==> src/rtl/carry_pipe_pkg.sv <==
// carry_pipe_pkg
//   Shared constants and types for the split-carry adder pipeline.
//   WIDTH/SPLIT/CNT_W  : default build of carry_split_adder_pipe
//   LO_W / HI_W        : low-half and high-half adder result widths
//                        (each one bit wider than its operands to keep
//                        the carry)
//   s1_payload_t       : stage-1 register contents for the default build
//   lo_w() / hi_w()    : the same derivations for any WIDTH/SPLIT, so
//                        parameterized builds stay consistent with the
//                        defaults
package carry_pipe_pkg;

  localparam int WIDTH = 10;
  localparam int SPLIT = 5;
  localparam int CNT_W = 16;

  localparam int LO_W = SPLIT + 1;
  localparam int HI_W = WIDTH - SPLIT + 1;

  typedef struct packed {
    logic [LO_W-1:0] lo;    // lo[LO_W-1] is the carry handed to stage 2
    logic [HI_W-2:0] a_hi;
    logic [HI_W-2:0] b_hi;
  } s1_payload_t;

  function automatic int lo_w(input int split);
    return split + 1;
  endfunction

  function automatic int hi_w(input int width, input int split);
    return width - split + 1;
  endfunction

endpackage

==> src/rtl/carry_pipe_stage.sv <==
// carry_pipe_stage
//   Generic one-deep valid/ready register slice with full throughput.
//   clk, resetn            : clock, async active-low reset
//   in_valid/in_ready/in_data    : upstream handshake and payload
//   out_valid/out_ready/out_data : downstream handshake, registered payload
//   The slice reloads whenever it is empty or its content leaves this
//   cycle, so in_ready is combinational from out_ready.
module carry_pipe_stage #(
  parameter int DW = 8
) (
  input  logic          clk,
  input  logic          resetn,
  input  logic          in_valid,
  output logic          in_ready,
  input  logic [DW-1:0] in_data,
  output logic          out_valid,
  input  logic          out_ready,
  output logic [DW-1:0] out_data
);

  logic          valid_d, valid_q;
  logic [DW-1:0] data_d,  data_q;
  logic          adv;

  always_comb begin
    adv     = !valid_q || out_ready;
    // On advance the slot takes whatever is offered (possibly nothing);
    // otherwise it holds, which keeps the payload stable under stall.
    valid_d = adv ? in_valid : valid_q;
    data_d  = (adv && in_valid) ? in_data : data_q;
  end

  always_ff @(posedge clk or negedge resetn) begin
    if (!resetn) begin
      valid_q <= 1'b0;
      data_q  <= '0;
    end else begin
      valid_q <= valid_d;
      data_q  <= data_d;
    end
  end

  assign in_ready  = adv;
  assign out_valid = valid_q;
  assign out_data  = data_q;

endmodule

==> src/rtl/carry_split_adder_pipe.sv <==
// carry_split_adder_pipe
//   Two-stage adder with the carry chain broken at SPLIT. Stage 1 adds the
//   low SPLIT bits and registers the carry with the raw high halves; stage 2
//   finishes the high half and registers {cout, sum}.
//   clk, resetn                    : clock, async active-low reset
//   in_valid/in_ready, in_a/in_b   : operand pair handshake
//   out_valid/out_ready            : result handshake
//   out_sum/out_cout/out_msb       : (A+B) mod 2^WIDTH, carry out, sum MSB
//   cout_cnt                       : saturating count of delivered results
//                                    that carried out
module carry_split_adder_pipe
  import carry_pipe_pkg::*;
#(
  parameter int WIDTH = carry_pipe_pkg::WIDTH,
  parameter int SPLIT = carry_pipe_pkg::SPLIT,
  parameter int CNT_W = carry_pipe_pkg::CNT_W
) (
  input  logic             clk,
  input  logic             resetn,
  input  logic             in_valid,
  output logic             in_ready,
  input  logic [WIDTH-1:0] in_a,
  input  logic [WIDTH-1:0] in_b,
  output logic             out_valid,
  input  logic             out_ready,
  output logic [WIDTH-1:0] out_sum,
  output logic             out_cout,
  output logic             out_msb,
  output logic [CNT_W-1:0] cout_cnt
);

  localparam int L_W = lo_w(SPLIT);
  localparam int H_W = hi_w(WIDTH, SPLIT);

  typedef struct packed {
    logic [L_W-1:0] lo;
    logic [H_W-2:0] a_hi;
    logic [H_W-2:0] b_hi;
  } s1_t;

  s1_t              s1_d, s1_q;
  logic             s1_valid;
  logic             adv2;
  logic [H_W-1:0]   hi;
  logic [WIDTH:0]   s2_d, s2_q;   // {cout, sum}
  logic [CNT_W-1:0] cnt_d, cnt_q;

  // Stage 1: low-half add, carry kept in the top bit of lo.
  always_comb begin
    s1_d      = '0;
    s1_d.lo   = {1'b0, in_a[SPLIT-1:0]} + {1'b0, in_b[SPLIT-1:0]};
    s1_d.a_hi = in_a[WIDTH-1:SPLIT];
    s1_d.b_hi = in_b[WIDTH-1:SPLIT];
  end

  carry_pipe_stage #(.DW($bits(s1_t))) u_s1 (
    .clk       (clk),
    .resetn    (resetn),
    .in_valid  (in_valid),
    .in_ready  (in_ready),
    .in_data   (s1_d),
    .out_valid (s1_valid),
    .out_ready (adv2),
    .out_data  (s1_q)
  );

  // Stage 2: high-half add consuming the registered low carry. hi is one
  // bit wider than the operands so its MSB is the block carry-out.
  always_comb begin
    hi   = {1'b0, s1_q.a_hi} + {1'b0, s1_q.b_hi}
         + {{(H_W-1){1'b0}}, s1_q.lo[L_W-1]};
    s2_d = {hi, s1_q.lo[L_W-2:0]};
  end

  carry_pipe_stage #(.DW(WIDTH+1)) u_s2 (
    .clk       (clk),
    .resetn    (resetn),
    .in_valid  (s1_valid),
    .in_ready  (adv2),
    .in_data   (s2_d),
    .out_valid (out_valid),
    .out_ready (out_ready),
    .out_data  (s2_q)
  );

  assign out_sum  = s2_q[WIDTH-1:0];
  assign out_cout = s2_q[WIDTH];
  assign out_msb  = s2_q[WIDTH-1];

  // Counts deliveries, not stage-2 loads, so stalled results count once.
  always_comb begin
    cnt_d = cnt_q;
    if (out_valid && out_ready && out_cout && (cnt_q != {CNT_W{1'b1}}))
      cnt_d = cnt_q + 1'b1;
  end

  always_ff @(posedge clk or negedge resetn) begin
    if (!resetn) cnt_q <= '0;
    else         cnt_q <= cnt_d;
  end

  assign cout_cnt = cnt_q;

endmodule

==> config.mk <==
export PLATFORM = sky130hd
export DESIGN_NAME = carry_split_adder_pipe
export DESIGN_NICKNAME = d
export VERILOG_FILES = /design/src/rtl/carry_pipe_pkg.sv /design/src/rtl/carry_pipe_stage.sv /design/src/rtl/carry_split_adder_pipe.sv
export SDC_FILE = /design/constraint.sdc
export NUM_CORES = 1
export LEC_CHECK = 0
export CELL_PAD_IN_SITES_DETAIL_PLACEMENT = 0
export CELL_PAD_IN_SITES_GLOBAL_PLACEMENT = 1
export CORE_MARGIN = 2
export CORE_UTILIZATION = 33
export DETAILED_ROUTE_END_ITERATION = 10
export PLACE_DENSITY = 0.74
export SETUP_SLACK_MARGIN = 0.15
export SLEW_MARGIN = 25
export SYNTH_ARGS = -nofsm -noshare
export SYNTH_HDL_FRONTEND = slang
export SYNTH_HIERARCHICAL = 1
export SYNTH_SLANG_ARGS = --single-unit
==> constraint.sdc <==
create_clock -name clk -period 5.2 [get_ports clk]
set_input_delay 1.04 -clock clk [delete_from_list [all_inputs] [get_ports clk]]
set_output_delay 1.04 -clock clk [all_outputs]
set_load 0.01 [all_outputs]
Word-level counts from Yosys, hierarchy flattened. Index checks and enable logic that the tools add are counted.

Register bits after elaboration: 45. Word-level logic and storage cells: 19. Output and inout port bits: 30. Input port bits: 24.

Add/sub/neg operators: 4. Eq/ne operators: 1. Reduce and logical (&&, ||, !) cells: 9.

Operators by type and width (number): adder 16 x 1 -> 16 bit, second input constant (1); inequality test 16 bit, second input constant (1); adder 5 x 5 -> 6 bit (2); adder 6 x 1 -> 6 bit (1); logical AND 1 bit (5); logical NOT 1 bit (2); logical OR 1 bit (2).

Logic depth before layout (Yosys ltp).
Depth in word-level cells: 4. Depth in mapped cells: 8. Gate-level depth less buffers: 8.

Modules after synthesis. The synthesis kept the hierarchy.

By module, submodules not included: carry_split_adder_pipe (area an instance 1103.6 um^2, instances 1, sequential area each 400.4 um^2, cells an instance 109); carry_pipe_stage at u_s1 (area an instance 695.7 um^2, instances 1, sequential area each 425.4 um^2, cells an instance 37); carry_pipe_stage at u_s2 (area an instance 514.2 um^2, instances 1, sequential area each 300.3 um^2, cells an instance 27).

Worst setup path after synthesis. OpenSTA, ideal clock, no wires.

Path type: input -> register. Start: input in_a[0]. End: register u_s1.data_q[14] (netlist: u_s1/out_data[14]). Slack: 2.794 ns. Data required time: 5.075 ns. Cell stages on the path: 6. Arrival: 2.281 ns. Path through: ha_1 > fa_1 > a21o_1 > a21oi_1 > xnor2_1 > mux2_2.

RTL lines: from (decl) (RTL line carry_split_adder_pipe.sv:22) `input logic [WIDTH-1:0] in_a,`; to (signal assigned) (RTL line carry_pipe_stage.sv:39) `data_q <= data_d;`; to (decl) (RTL line carry_pipe_stage.sv:22) `logic [DW-1:0] data_d, data_q;`.

Worst setup path after layout.
Start: input out_ready. End: output in_ready.

Longest elaborated chain between the ends: 2.

RTL lines: from (decl) (RTL line carry_split_adder_pipe.sv:25) `input logic out_ready,`; logical OR 1 bit (RTL line carry_pipe_stage.sv:26) `adv = !valid_q || out_ready;`; named net adv2 (RTL line carry_split_adder_pipe.sv:43) `logic adv2;`; logical OR 1 bit (RTL line carry_pipe_stage.sv:26); to (decl) (RTL line carry_split_adder_pipe.sv:21) `output logic in_ready,`.

The timed path passes the listed nets, and every way through them passes these cells.

==> impl_metrics.csv <==
group,metric,value,unit
power,p_seq_share,45.0,%
place,place_congestion,0.7599,
layout,diodes,0,
power,power_frac_clock,19.1,%
clocking,cts_resized,0,
power,combPwrFrac,36.0,%
sta,finClkSkew,0.004163,ns
route,routedWlPerCell,12.20,um
layout,final_core_util,44.00,%
layout,fin_nets,266,
flow_run,max-cap-violations,0,
grt,grt_pass1_vias,1389,
place,hpwlAfterDp,2903,um
sta,hold_ws,0.5043,ns
route,drtAntennaViolNets,0,
sta,worstMarginPinSlew,0.5603,ns
clocking,cts_buffers,5,
power,p_int,794.1,uW
grt,grt_use_total,11.05,%
grt,overflow,0,
clocking,clk_latency,0.29,ns
floorplan,coreArea,6794,sq um
synthesis,ys_seq_area_share,48.67,%
sta,fmax,0.2905,GHz
min_path,hold_path.class,"flip-flop to flip-flop",
clocking,cts_tree,"yes",
place,pre_cts_ws,1.770,ns
worst_setup_path,start_kind,"input pin",
floorplan,num_rows,30,
worst_setup_path,critical_path_class,"input pin to output port",
floorplan,initial_core_util,34.05,%
route,drt-total-wl,3964,um
power,switchingPower,315.2,uW
sta,relSlewSlack,62.65,%
sta,rsz0062_at_grt,"no",
grt,grt_max_degree,46,
synthesis,synth_ff_type,"dfrtp_1",
layout,fin_cells,325,
clocking,hold_buffers,0,
clocking,clkSinkCount,45,
route,dr_total_vias,1441,
sta,final-hold-violation-count,0,
outcome,outcome,"finished clean",
layout,final_layout_size_suffix_gt1_share,18.34,%
clocking,cts-root-buf,"clkbuf_8",
worst_setup_path,cpMaxStageDelayCell,"clkdlybuf4s50_1",
sta,setup_violations,0,
synthesis,ys_ff_latch,45,
synthesis,yosys_warnings,6,
power,ir_drop,0.0001327,V
worst_setup_path,critPathArrivalTime,2.40,ns
synthesis,syn_nets,210,
sta,fin_ws,1.757,ns
worst_setup_path,path_max_fanout,3,
power,p_leak,1.411,nW
sta,drv_slew,0,
synthesis,netlist_area,2313,sq um
route,drtIter0Drc,66,
worst_setup_path,required,4.16,ns
floorplan,fp.dieW,87.73,um
route,firstDrtPassIters,4,
layout,fillers,634,
place,port_buffers,53,
route,drc,0,
synthesis,postSynth.asyncResetShare,100.0,%
synthesis,synth_edf_count,0,
route,via_per_inst,4.434,
synthesis,ys_types,31,
worst_setup_path,path_cells,"clkdlybuf4s50_1, nand2b_4, nand2b_4, clkdlybuf4s50_1",
floorplan,ios,54,
place,placed_cells,318,
layout,multi_input_area,1102,sq um
floorplan,die_area,7697,sq um
clocking,clkSlewWorstSetupHoldPaths,0.07,ns
worst_setup_path,cp-end-kind,"output port",
sta,min_period_over_period,66.21,%
worst_setup_path,cp_slowest_stage_delay,0.54,ns
clocking,cts_buffer_depth,2,
layout,regArea,1126,sq um
sta,tns,0,ns
clocking,post_cts_buffers,0,
floorplan,die_y,87.73,um
synthesis,synthesis.instances,173,
power,p_per_area,371.1,nW/um^2
synthesis,syn_area_per_cell,13.37,sq um
power,switching_share,28.41,%
clocking,cts_max_level,2,
grt,antenna_found_initial,0,
grt,grt_pass1_wl,6610,um
sta,min_period,3.443,ns
layout,synthToLayoutAreaGrowth,29.21,%
[flip-flops by register name, summed over array words and instances (netlist names)]
name	cells
cout_cnt	16
u_s2/out_valid	1
u_s2/out_data	11
u_s1/out_valid	1
u_s1/out_data	16
[cells in the mapped netlist, types with 3 or more instances]
cell,n,share of area [%]
inv_1,7,1.1
mux2_2,8,3.9
a21oi_1,4,0.87
dfrtp_1,45,49
mux2_4,21,14
and3_1,3,0.81
a21o_1,7,2.3
xnor2_1,7,2.7
nand2_1,6,0.97
xor2_1,11,4.2
ha_1,10,5.4
nand3_1,6,1.3
nand4_1,4,1.1
fa_1,3,2.6
nor2_1,8,1.3
[layer usage]
metal  up-vias  global-route usage, %  wire (um)  share of wire (%)
met1       695                  14.59       1976                 50
met2        35                  17.56       1760                 44
met5         -                      0          0                  0
met3         5                  3.299        195                4.9
li1        706                      -          -                  -
met4         0                  3.357         31               0.78
[through the flow]
| step | cell area (sq um) | power, mW |
|---|---|---|
| finish | 2989 | 1.109 |
| global route | 2989 | 1.183 |
| CTS | 2987 | 1.134 |
| detailed placement | 2900 | 0.9116 |
| global placement | 2900 | 0.9058 |
| floorplan | 2313 | 0.7338 |
[worst max-delay path: cells and delay by family]
kind	cells	cell delay, ns
buffers and inverters	2	1.05
and+or+nand+nor	2	0.31
[power groups by stage]
stage | logic (mW) | clock network (mW) | registers [mW]
after floorplan | 0.215 | 0 | 0.519
after global placement | 0.399 | 0 | 0.507
after detailed placement | 0.404 | 0 | 0.507
after CTS | 0.406 | 0.227 | 0.502
after global routing | 0.431 | 0.239 | 0.512
final | 0.399 | 0.212 | 0.499
[final timing paths]
path | start | end | slack [ns] | cells after the start
max in group asynchronous | resetn | cout_cnt[14] | 4.07 | 1
setup reg to reg | u_s1/out_data[0] | u_s2/out_data[9] | 3.29 | 8
hold / removal | u_s1/out_data[13] | u_s2/out_data[3] | 0.50 | 1
setup / recovery | out_ready | in_ready | 1.76 | 4
hold reg to reg | u_s1/out_data[13] | u_s2/out_data[3] | 0.50 | 1
min in group asynchronous | resetn | cout_cnt[0] | 0.73 | 1
[placed cells by master (no fill, tap or decap), types with 3 or more instances in the layout]
cell type / instances
and3_1: 3
nand4_1: 4
inv_1: 7
fa_1: 3
nor2_1: 8
clkbuf_8: 6
mux2_2: 8
xor2_1: 11
xnor2_1: 7
dfrtp_1: 45
nand2_1: 6
a21o_1: 7
a21oi_1: 4
nand3_1: 6
ha_1: 10
clkdlybuf4s50_1: 52
mux2_4: 21
[cell type report]
type	instances	area share, %
clock buffer	7	2.888
timing repair buffer	53	17.66
inverter	7	0.8790
multi-input combinational	117	36.88
sequential	45	37.67
tap	96	4.018
[cells by family after synthesis]
family	Yosys count	synth area share, %
muxes	29	17.52
AOI/OAI and AO/OA	15	4.272
xor gates and xnor gates	18	6.814
and+or+nand+nor	42	11.03
DFF	45	48.67
buffers and inverters	11	3.678
adders and majority gates	13	8.004
No activity file was read; power rests on OpenSTA's default activity.
